===== src/rtl/vec_gather.sv =====
// Double-buffered element-to-vector gatherer feeding the linear layer's in_vec.
// Elements collect into a staging buffer, then move to a held output register.
module vec_gather #(
  parameter int DIM   = 4,
  parameter int WIDTH = 16
) (
  input  logic                   clk,
  input  logic                   rst,
  input  logic                   in_valid,
  output logic                   in_ready,
  input  logic [WIDTH-1:0]       in_data,
  input  logic                   in_last,
  output logic                   out_valid,
  input  logic                   out_ready,
  output logic [DIM*WIDTH-1:0]   out_vec,
  output logic                   err_len
);

  localparam int IDX_W = (DIM > 1) ? $clog2(DIM) : 1;
  localparam logic [IDX_W-1:0] IDX_LAST = IDX_W'(DIM - 1);

  logic [WIDTH-1:0]     col_buf_q [DIM];
  logic [WIDTH-1:0]     col_buf_d [DIM];
  logic [IDX_W-1:0]     idx_q, idx_d;
  logic                 col_full_q, col_full_d;
  logic [DIM*WIDTH-1:0] out_vec_q, out_vec_d;
  logic                 out_valid_q, out_valid_d;
  logic                 err_len_q, err_len_d;

  logic                 accept;
  logic                 take;
  logic                 out_free;
  logic [DIM*WIDTH-1:0] col_vec;
  logic [DIM*WIDTH-1:0] done_vec;

  assign in_ready  = !col_full_q && !rst;
  assign accept    = in_valid && in_ready;
  assign take      = out_valid_q && out_ready;
  assign out_free  = !out_valid_q || take;

  assign out_valid = out_valid_q;
  assign out_vec   = out_vec_q;
  assign err_len   = err_len_q;

  // done_vec is the staged vector with the completing element patched into the top slot,
  // so a completing accept can load the output register in the same cycle.
  always_comb begin
    col_vec = '0;
    for (int k = 0; k < DIM; k++) begin
      col_vec[k*WIDTH +: WIDTH] = col_buf_q[k];
    end
    done_vec = col_vec;
    done_vec[(DIM-1)*WIDTH +: WIDTH] = in_data;
  end

  always_comb begin
    col_buf_d   = col_buf_q;
    idx_d       = idx_q;
    col_full_d  = col_full_q;
    out_vec_d   = out_vec_q;
    out_valid_d = out_valid_q;
    err_len_d   = 1'b0;

    if (col_full_q) begin
      // accepts are blocked here, so only the pending hand-over can happen
      if (out_free) begin
        out_vec_d   = col_vec;
        out_valid_d = 1'b1;
        col_full_d  = 1'b0;
      end
    end else begin
      if (take) begin
        out_valid_d = 1'b0;
      end
      if (accept) begin
        if (idx_q == IDX_LAST) begin
          col_buf_d[idx_q] = in_data;
          idx_d            = '0;
          err_len_d        = !in_last;
          if (out_free) begin
            out_vec_d   = done_vec;
            out_valid_d = 1'b1;
          end else begin
            col_full_d  = 1'b1;
          end
        end else if (in_last) begin
          idx_d     = '0;
          err_len_d = 1'b1;
        end else begin
          col_buf_d[idx_q] = in_data;
          idx_d            = idx_q + IDX_W'(1);
        end
      end
    end
  end

  always_ff @(posedge clk) begin
    if (rst) begin
      for (int k = 0; k < DIM; k++) begin
        col_buf_q[k] <= '0;
      end
      idx_q       <= '0;
      col_full_q  <= 1'b0;
      out_vec_q   <= '0;
      out_valid_q <= 1'b0;
      err_len_q   <= 1'b0;
    end else begin
      col_buf_q   <= col_buf_d;
      idx_q       <= idx_d;
      col_full_q  <= col_full_d;
      out_vec_q   <= out_vec_d;
      out_valid_q <= out_valid_d;
      err_len_q   <= err_len_d;
    end
  end

endmodule


===== config.mk =====
export PLATFORM = sky130hd
export DESIGN_NAME = vec_gather
export DESIGN_NICKNAME = d
export VERILOG_FILES = /design/src/rtl/vec_gather.sv
export SDC_FILE = /design/constraint.sdc
export NUM_CORES = 1
export LEC_CHECK = 0
export CORE_UTILIZATION = 35
export DETAILED_ROUTE_END_ITERATION = 8
export HOLD_SLACK_MARGIN = 0.03
export PLACE_DENSITY_LB_ADDON = 0.2
export SLEW_MARGIN = 10
export SYNTH_ARGS = -nofsm -noshare
export SYNTH_HDL_FRONTEND = slang
export SYNTH_SLANG_ARGS = --single-unit
export TNS_END_PERCENT = 5

===== constraint.sdc =====
create_clock -name clk -period 4.1 [get_ports clk]
set_input_delay 0.615 -clock clk [delete_from_list [all_inputs] [get_ports clk]]
set_output_delay 0.615 -clock clk [all_outputs]
set_load 0.1 [all_outputs]

# [After elaboration in Yosys (flattened, before gate mapping)]
# Index checks and enable logic that the tools add are counted.
[op_classes] add_sub_neg=1 order_cmp=2 n_eq_ne=3 mux=24 bitwise=3 reduce_logical=15
[op_table] operator="2-to-1 mux 64 bit" n=7
[op_table] operator="bitwise mux 64 bit" n=1
[op_table] operator="demux 16 bit (select 2 bit)" n=1
[op_table] operator="2-to-1 mux 16 bit" n=1
[op_table] operator="2-to-1 mux 1 bit" n=12
[op_table] operator="AND reduction 3 bit" n=2
[op_table] operator="logical AND 1 bit" n=4
[op_table] operator="logical NOT 1 bit" n=4
[op_table] operator="2-to-1 mux 2 bit" n=2
[op_table] operator="!= test 2 x 1 -> 1 bit, second input constant" n=2
[op_table] operator="nonzero test 2 bit" n=2
[op_table] operator=">= comparator 3 bit, second input constant" n=1
[op_table] operator="< comparator 3 x 1 -> 1 bit, second input constant" n=1
[op_table] operator="inverter 2 -> 3 bit" n=1
[op_table] operator="OR reduction 3 bit" n=1
[op_table] operator="adder 2 x 1 -> 2 bit, second input constant" n=1
[op_table] operator="== test 2 bit, second input constant" n=1
[op_table] operator="inverter 1 bit" n=2
[op_table] operator="AND reduction 2 bit" n=1
[op_table] operator="logical OR 1 bit" n=1
[word_totals] register_bits=133 in_bits=21

# [Longest topological paths before layout]
# Gate-level depths: netlist (run 1).
[logic_depth] word_depth=8 mapped_depth=8 ltp_nobuf=6

# [Worst setup path after synthesis (run 1)]
# OpenSTA, ideal clock, no wires.
[synth_timing] kind="input to output" start="input rst" end="output in_ready" arrival_time_ns=2.399 slack_ns=1.086 stages=4 n_path_buf=3 path_cell_list="buf_4 -> clkbuf_1 -> clkbuf_1 -> nor2_1"
[synth_via] elab_chain_len=2
[synth_lines] item="from (decl)" line_no="8" text="input logic rst,"
[synth_lines] item="logical NOT 1 bit" line_no="36" text="assign in_ready = !col_full_q && !rst;"
[synth_lines] item="logical AND 1 bit" line_no="36"
[synth_lines] item="to (decl)" line_no="10" text="output logic in_ready,"
# Every way passes these cells.

# [Worst setup path after layout (run 1)]
# Same ends and word-level chain as after synthesis.

==> metrics, run 1 <==
status=finished clean; CTS clock-pin slew for the worst setup and hold paths=about 50 ps; top cells by area, synth=dfxtp_1, nand2b_1, mux2i_1, nand3_1, o21ai_0; ys async rst share=0%; vias=4,069; GRT Util Overall=17.0%; max-cap violations=0; internal power=2.30 mW; setup TNS=0 ps; Post-Syn Area=0.00551 mm²; power share of the clock group=50.6%; Setup WS pre-CTS=1270 ps; #FFs+latches synth=133; Die W=128 µm; cts repair resizes=0; clock tree sinks=133; Routed Antenna Nets=0; CTS tree=built; Total Wirelength=13,100 µm; top-count cell post-synth=dfxtp_1; largest net degree at the start of global routing=118; sw power=628 µW; Ys Warns=0; switching portion of total power=21.4%; hold_ws=473 ps; NumNets Final=654; synth-to-layout area growth=27.7%; critical path class=in2out; row count=45; DP HPWL=~8400 µm; Boundary Pins=88; H-tree depth=4; Comb pwr share=4.6%; syn_area_per_cell=9.77 µm²; cell taking the most area after synthesis=dfxtp_1; Syn Nets=a little under 600; Die Y-Extent=~130 µm; input/output buffers=87; GPL Wtd Cong=about 0.73; CP Data Required Time=3480 ps; DRC Markers=0; predominant post-synthesis flop cell=dfxtp_1; PwrDens=416 mW/mm²; share of cells above drive strength 1=11.3%; post-CTS setup buffer count=0; CP startpoint kind=input pin; Initial Util=36.0%; DRT iter0 DRCs=around 360; Max Slew Vio Count=0; clock tree root driver cell=clkbuf_16; PnR worst setup slack=1440 ps; total grt overflow=0; Avg Vias per Cell=around 4.8; clock skew=10.2 ps; Post-Syn Instances=564; critical path peak fanout=117; Max IR drop VDD=0.315 mV; RSZ-0062 raised after global routing=false; n_diodes=0; Hold Crit Class=reg2reg; final hold vios=0; initial antenna violation count=0; Sequential Power Share=44.8%; Inserted Clock Buffers=17; area of the die=~0.016 mm²; Synth top area share=48.3%; Slew Limit Headroom=23.3%; Final min period=2660 ps; Final Setup Violations=0; Max Buffers Root-to-Sink=2; Final Instance Area=0.00704 mm²; LEAKAGE=2.42 nW; EDFF count, synth=0; post-synthesis sequential area ratio=48.3%; Tightest Pin Transition=roughly 1200 ps; dpl cell area=0.00646 mm²; Fmax=376 MHz; synth unique cells=28; Core ar.=0.0153 mm²; routed len/inst=15.4 µm; TritonRoute pass-1 iters=4; Setup crit end kind=primary output; hold_buf cts=0; Tcrit/Tclk final=64.9%; vias in the first global route=4,041; Clk Latency, worst-skew pair=roughly 420 ps; Arr. time, crit path=2040 ps; synth cell count leaders=dfxtp_1, nand2b_1, mux2i_1; first-pass GRT wire length=around 21,000 µm
## cells in the final DEF (no fill, tap or decap), types with 3 or more instances in the layout
cell type and n:
a21oi_1 21, a31o_2 16, buf_4 8, clkbuf_1 4
clkbuf_16 17, clkbuf_8 3, clkdlybuf4s50_1 85, clkinv_2 3
dfxtp_1 133, ha_1 6, inv_1 3, mux2_2 15
mux2i_1 64, nand2b_1 114, nand3_1 48, nor2_1 17
nor2b_1 16, o21ai_0 48
## power groups by stage
stage                     combinational (mW)  clock, mW  sequential, mW
final                                  0.136       1.48            1.31
after global routing                   0.147       1.57            1.31
after CTS                              0.137       1.52            1.31
after detailed placement               0.136          0            1.34
after global placement                 0.134          0            1.34
after floorplan                       0.0762          0            1.34
## state kept, by name, indices dropped and copies added (netlist names)
register	flops
col_buf_q	64
out_vec	64
idx_q	2
col_full_q	1
err_len	1
out_valid	1
## cell families after synthesis
logic type	synth area share [%]
and+or+nand+nor	21.8
DFF	48.3
AOI/OAI and AO/OA	9.10
muxes	14.9
buffers and inverters	4.56
adders and majority gates	1.36
## area by class of cell
| cell class | count | area (µm²) |
|---|---|---|
| Fill cell | 1481 | 8280 |
| Timing Repair Buffer | 93 | 911 |
| Clock inverter | 8 | 98.8 |
| Tap cell | 211 | 264 |
| Inverter | 3 | 11.3 |
| Multi-Input combinational cell | 379 | 2610 |
| Sequential cell | 133 | 2660 |
| Clock buffer | 24 | 482 |
## worst max-delay path: stages
cell and delay, ps:
buf_4 290, buf_4 780, nor2_1 70, buf_4 270
## metal layers
layer  GRT usage, %  vias to the layer above  routed length, µm
met5              0                        -                  0
met4           7.42                        0                159
met3           3.89                       13                712
met2           25.7                      107               5730
met1           23.1                     1902               6470
li1               -                     2047                  -
## final timing paths
kind                                               start                         end  slack [ps]  cells after the start
worst max-delay path                                 rst                    in_ready        1440                      4
worst min-delay path            out_vec[12]$_SDFFE_PP0P_    out_vec[12]$_SDFFE_PP0P_         470                      2
worst max register to register     idx_q[0]$_SDFFE_PP0P_  col_buf_q[27]$_SDFFE_PP0P_        1660                      7
worst min register to register  out_vec[12]$_SDFFE_PP0P_    out_vec[12]$_SDFFE_PP0P_         470                      2
## through the flow
stage	instances	power, mW	utilization [%]
after floorplan	564	1.42	-
after global placement	819	1.47	42.2
after detailed placement	819	1.47	42.2
after CTS	851	2.96	46.0
after global routing	851	3.03	46.0
final	851	2.93	46.0
(Power assumes the default switching activity.)
==> run 2, diff against run 1 <==
==> constraint.sdc (replaced) <==
create_clock -name clk -period 2.4 [get_ports clk]
set_input_delay 0.36 -clock clk [delete_from_list [all_inputs] [get_ports clk]]
set_output_delay 0.36 -clock clk [all_outputs]
set_load 0.1 [all_outputs]
==> run 2 against run 1 <==
Compared with the run above:
- via count rose by 1.6%
- power is 73% higher
- largest cell class unchanged
- largest power group unchanged
- highest routed layer unchanged
- count of clock-buffer cells in the layout is 3 lower
- flip-flop and latch count is the same
- first-iteration DRC count rose by 3.1%
- clock power rose by 74%
- sequential power up 71%
- setup slack worse by 1100 ps
- non-clock buffer count is 9 higher
==> metrics, run 2 (synthesis results as in run 1) <==
Most common cell on crit path=ha_1; Final min period=2080 ps; Largest stage delay, worst path=420 ps; Die Y-Extent=between 100 and 150 µm; Hold Crit Class=in2reg; cts repair resizes=0; final hold vios=0; most common cell after layout, fill and taps aside=dfxtp_1; vias=4,135; Inserted Clock Buffers=17; Max Slew Vio Count=0; Total Wirelength=13,400 µm; RSZ-0062 raised after global routing=false; Die W=128 µm; max-cap violations=0; area of the die=0.0163 mm²; Avg Vias per Cell=about 4.8; input/output buffers=87; met2 Usage GRT=a little over a quarter; met1 Use GR=22.4%; Routed Antenna Nets=0; PwrDens=around 720 mW/mm²; crit-path cells=ha_1 > inv_1 > ha_1 > nor4b_4 > buf_12 > and2_2 > o21ai_0; Clk Latency, worst-skew pair=420 ps; TritonRoute pass-1 iters=4; share of cells above drive strength 1=~23%; final core utilization=45.8%; synth-to-layout area growth=27.1%; clock skew=6.68 ps; clock tree root driver cell=clkbuf_16; Initial Util=36.0%; Final Setup Violations=0; LEAKAGE=2.63 nW; commonest cells after routing, fill and taps aside=dfxtp_1, nand2b_1, buf_4, mux2i_1; post-CTS setup buffer count=0; critical path class=reg2reg; Worst Path Buf+Inv=2; Max Buffers Root-to-Sink=2; routing usage on met3=under 10%; DRT iter0 DRCs=368; Crit-path slowest cell=dfxtp_1; GRT Util Overall=approximately 17%; hold_buf cts=0; Top Usage Layer GRT=met2; CTS tree=built; DRC Markers=0; vias in the first global route=4,063; first-pass GRT wire length=21,300 µm; final-layout fill cell count=1,482; Tcrit/Tclk final=86.5%; GPL Wtd Cong=0.758; total grt overflow=0; Arr. time, crit path=2370 ps; DP HPWL=approximately 8700 µm; initial antenna violation count=0; H-tree depth=4; status=finished clean; CP Data Required Time=2700 ps; routed len/inst=15.6 µm; CTS clock-pin slew for the worst setup and hold paths=60 ps; critical path peak fanout=46; clock tree sinks=about 130; largest net degree at the start of global routing=144; CP startpoint kind=flop; Slew Limit Headroom=24.9%; n_diodes=0; row count=45; Tightest Pin Transition=1130 ps; setup TNS=0 ps; NumNets Final=663; Boundary Pins=88; largest delay contributor family on the critical path=simple AND/OR/NAND/NOR gates; Core ar.=0.0153 mm²; Max IR drop VDD=0.506 mV; Fmax=482 MHz; Setup crit end kind=flop
-- run 2: cell count changes in the layout (fill, tap and decap cells not counted), sizes merged --
cell           previous run  this run
clkbuf                   24        21
bufinv                    2         3
clkinvlp                  2         1
clkinv                    4         7
clkdlybuf4s50            85        19
buf                       8        83
-- run 2: area by class of cell --
| class | instances | area (µm²) | area share [%] |
|---|---|---|---|
| Multi-Input combinational cell | 379 | 2610 | 37.3 |
| Sequential cell | 133 | 2660 | 38.0 |
| Timing Repair Buffer | 102 | 876 | 12.5 |
| Tap cell | 211 | 264 | 3.77 |
| Inverter | 3 | 11.3 | 0.161 |
| Clock buffer | 21 | 450 | 6.43 |
| Clock inverter | 11 | 133 | 1.89 |
-- run 2: per-layer routing --
layer  wire (µm)  up-vias
met5           0        -
met4         416        0
met3         541       27
met2        6060       97
met1        6370     1953
li1            -     2058
-- run 2: power breakdown --
| group | internal, mW | switching (mW) | leakage, nW |
|---|---|---|---|
| registers | 2.23 | 0.00775 | 1.07 |
| clock network | 1.65 | 0.934 | 0.290 |
| logic | 0.102 | 0.149 | 1.27 |
| total | 3.98 | 1.09 | 2.63 |
-- run 2: per-stage QoR --
step	area, µm²	setup slack [ps]	instances	hold WS, ps	power (mW)
finish	7010	324	860	220	5.07
global route	7010	135	860	226	5.23
CTS	7010	323	860	210	5.11
detailed placement	6420	158	828	467	2.54
global placement	6420	211	828	464	2.53
floorplan	5520	355	564	456	2.42
-- run 2: final timing paths --
kind              depth (start not counted)                      from  slack [ps]                          to
hold reg to reg                           2  out_vec[22]$_SDFFE_PP0P_         470    out_vec[22]$_SDFFE_PP0P_
setup / recovery                          7     idx_q[0]$_SDFFE_PP0P_         320  col_buf_q[60]$_SDFFE_PP0P_
setup reg to reg                          7     idx_q[0]$_SDFFE_PP0P_         320  col_buf_q[60]$_SDFFE_PP0P_
hold / removal                            2                       rst         220       idx_q[0]$_SDFFE_PP0P_
==> patch 1: new RTL, settings of run 2 <==
Set the parameter `DIM` to 2 (it was 4).
--- a/src/rtl/vec_gather.sv
+++ b/src/rtl/vec_gather.sv
@@ -3,3 +3,3 @@
 module vec_gather #(
-  parameter int DIM   = 4,
+  parameter int DIM   = 2,
   parameter int WIDTH = 16
Ports: changed (resized out_vec); port bits go from 88 to 56. No check against the original RTL was run, so the function may have changed too.
==> patch 1 against run 2 <==
Routed wire length down 56%; area after synthesis fell by 46%; largest power group is now sequential cells; sequential power decreased by 48%; largest cell class is now multi-input gates; clock skew is 0.78 ps lower; sequential share of layout area is 0.92 points lower; worst setup slack improved by 180 ps; maximum frequency grew 9.8%; final area is 48% lower; sequential cell count fell by 65; total power down 55%.
==> patch 1: results (changes against run 2) <==
worst_setup_path:
  rrSetupSlack_ps: 590  # +270 ps
  reg2regPathDepth: 5  # -2
  arrival_ps: 1530  # -840 ps
  critPathMaxFanout: 18  # -61%
  rr_startpoint: "idx_q"
  max_stage_delay_ps: 470  # +50 ps
placed_design:
  port_buffers: 55  # -37%
  dp.cells: 427  # -48%
  place_congestion: 0.763  # +0.67%
  dp_slack_ps: 284  # +126 ps
global_route:
  grt_pass1_vias: 2098  # -48%
  grt_max_degree: 51  # -65%
  grtUsageTotal_pct: 14.9  # -2.4 points
  grt_pass1_wl_mm: 9.76  # -54%
routing:
  dr.first_iter.drc_count: 37  # -90%
  routed_wl_mm: 5.87  # -56%
  viasPerCell: 4.56  # -5.1%
sta:
  fin_hold_ws_ps: 347  # +127 ps
  fin_worst_skew_ps: 5.90  # -0.785 ps
  fin_crit_sh_pct: 78.8  # -7.7 points
layout:
  nFillCells: 831  # -44%
  drive_above_1_share_pct: 21.6  # -1.4 points
  nets: 356  # -46%
power_and_ir_drop:
  cellLeakagePower_nw: 1.69  # -36%
run_status:
  status: "completed"
clock_tree:
  clockRootBuffer: "clkbuf_8"
  clock_latency_ps: 350  # -70 ps
logic_synthesis:
  synthTopCellsByCount: "dfxtp_1, mux2i_1, nand2b_1, inv_1, nor2_1"
## patch 1: final cells by class
class | instances | share of cell area, %
clock inverters | 1 | 0.136
repair buffers | 59 | 13.6
well taps | 105 | 3.58
inverters | 18 | 1.84
multi-input cells | 177 | 38.9
flip-flops and latches | 68 | 37.1
clock buffers | 15 | 4.80
## patch 1: worst max-delay path by stage
stage,to,cells past startpoint
after detailed placement,out_vec[31],4
after floorplan,in_ready,3
after CTS,in_ready,3
after global routing,col_buf_q[8],5
final,in_ready,3
after global placement,out_vec[31],4
## patch 1: stage by stage
stage	power [mW]	cell area (sq um)	util (%)
detailed placement	1.44	3490	42.5
CTS	2.32	3670	44.7
global placement	1.44	3490	42.5
finish	2.29	3670	44.7
floorplan	1.37	2970	-
global route	2.39	3670	44.7
## patch 1: kinds of logic after synthesis
family	count (synthesis)	synth area share (%)
DFF	68	45.9
buffers and inverters	35	5.90
adders and majority gates	2	0.843
AOI/OAI and AO/OA	4	1.14
muxes	81	28.0
and+or+nand+nor	90	18.2
## patch 1: report_power, final
group / switching (mW) / leakage [nW] / total, mW / internal [mW]
registers: 0.0119 / 0.551 / 1.17 / 1.16
logic: 0.143 / 1.04 / 0.242 / 0.0993
clock network: 0.416 / 0.0937 / 0.876 / 0.460
total: 0.570 / 1.69 / 2.29 / 1.72
## patch 1: critical path: cells and delay by family (launching register included)
kind | cells | cell delay [ps]
flops | 1 | 470
buf+inv | 2 | 570
simple gates | 1 | 140
## patch 1: per-layer routing
| metal | part of all wire, % | GRT usage (%) | routed length [microns] | vias up |
|---|---|---|---|---|
| met3 | 4.7 | 4.69 | 274 | 11 |
| met2 | 49 | 25.7 | 2860 | 41 |
| li1 | - | - | - | 1016 |
| met4 | 1.8 | 6.54 | 104 | 0 |
| met1 | 45 | 16.7 | 2630 | 954 |
| met5 | 0 | 0 | 0 | - |
==> patch 2: new RTL, config.mk and constraints of run 2 <==
Made on the original files. Put one more register stage on the output `err_len`, with the module's reset. The value now appears one clock later. The other outputs are not delayed to match.
--- a/src/rtl/vec_gather.sv
+++ b/src/rtl/vec_gather.sv
@@ -42,3 +42,9 @@
   assign out_vec   = out_vec_q;
-  assign err_len   = err_len_q;
+  always_ff @(posedge clk) begin
+    if (rst) begin
+      err_len <= '0;
+    end else begin
+      err_len <= err_len_q;
+    end
+  end
 
Function: changed (Yosys sat finds a counterexample within 4 cycles, from zero or initial values and one cycle with rst high).
==> patch 2 against run 2 <==
Area after synthesis rose by 0.41%; routed wire length increased by 0.55%; worst setup slack got worse by 92 ps; sequential cell count is 1 higher; final area is 0.68% higher; via count fell by 1.9%; non-clock buffer count rose by 1; first-iteration DRC count down 21%; total power up 0.69%; clock skew shrank 1.6 ps; final cell count up 0.35%; highest routed layer unchanged.
==> patch 2: results (changes against run 2) <==
layout:
  drive_above_1_share_pct: 23.2  # +0.20 points
  nets: 666  # +0.45%
  seq_cells: 134  # +0.75%
  nFillCells: 1485  # +0.20%
  multi_input_area_share_pct: 37.1  # -0.16 points
  seq_share_pct: 38.0  # about the same
  buffers: 103  # +0.98%
  clk_share_pct: 8.46  # +0.14 points
  num-clock-buffers: 24  # +14%
routing:
  dr.first_iter.drc_count: 289  # -21%
  viasPerCell: 4.70  # -2.3%
  vias: 4055  # -1.9%
  avgRoutedWirePerCell_microns: 15.6  # +0.20%
power_and_ir_drop:
  swShare_pct: 21.4  # -0.094 points
  peakVddDrop_uv: 522  # +3.2%
sta:
  slew-limit-headroom_pct: 23.2  # -1.7 points
  fin_ws_ps: 232  # -92.0 ps
  fin_worst_skew_ps: 5.12  # -1.57 ps
global_route:
  grt_max_degree: 149  # +3.5%
  grt_pass1_vias: 3998  # -1.6%
  grt_pass1_wl_mm: 21.5  # +1.0%
  grtUsageTotal_pct: 17.5  # +0.14 points
run_status:
  status: "completed"
placed_design:
  place_congestion: 0.757  # -0.17%
  dp.cells: 831  # +0.36%
  hpwl_mm: 8.81  # +1.5%
logic_synthesis:
  synthTopCellsByCount: "dfxtp_1, nand2b_1, mux2i_1, nand3_1, o21ai_0"
  syn_area_per_cell_sq_um: 9.78  # about the same
  synthesis.nets: 593  # +0.34%
  ys_seq_area_share_pct: 48.5  # +0.17 points
worst_setup_path:
  rrSetupSlack_ps: 230  # -90 ps
  reg2regPathDepth: 8  # +1
  cp_top_family: "buffers and inverters"
  reg2reg_to: "col_buf_q[30]"
  arrival_ps: 2510  # +140 ps
  critPathMaxFanout: 50  # +8.7%
  max_stage_delay_ps: 440  # +20 ps
worst_hold_path:
  holdPathEnd: "idx_q[1]"
-- patch 2: cell families after synthesis --
group,count (synthesis),share of synthesized area (%)
buffers and inverters,52,4.52
AOI/OAI and AO/OA,87,9.06
adders and majority gates,6,1.36
and+or+nand+nor,207,21.8
DFF,134,48.5
muxes,80,14.8
-- patch 2: layer usage --
metal  up-vias  global-route usage (%)  part of all wire [%]
met5         -                       0                     0
met4         0                    9.55                   2.4
met3        18                    3.92                   4.0
met2        90                    26.6                    46
met1      1877                    22.9                    48
li1       2070                       -                     -
-- patch 2: through the flow --
step | instance area, sq um | power, mW | hold WS, ps | utilization, %
after CTS | 7050 | 5.16 | 166 | 46.1
after global placement | 6460 | 2.55 | 423 | 42.2
after detailed placement | 6460 | 2.56 | 428 | 42.2
final | 7060 | 5.10 | 184 | 46.1
after global routing | 7060 | 5.28 | 183 | 46.1
after floorplan | 5540 | 2.44 | 414 | -
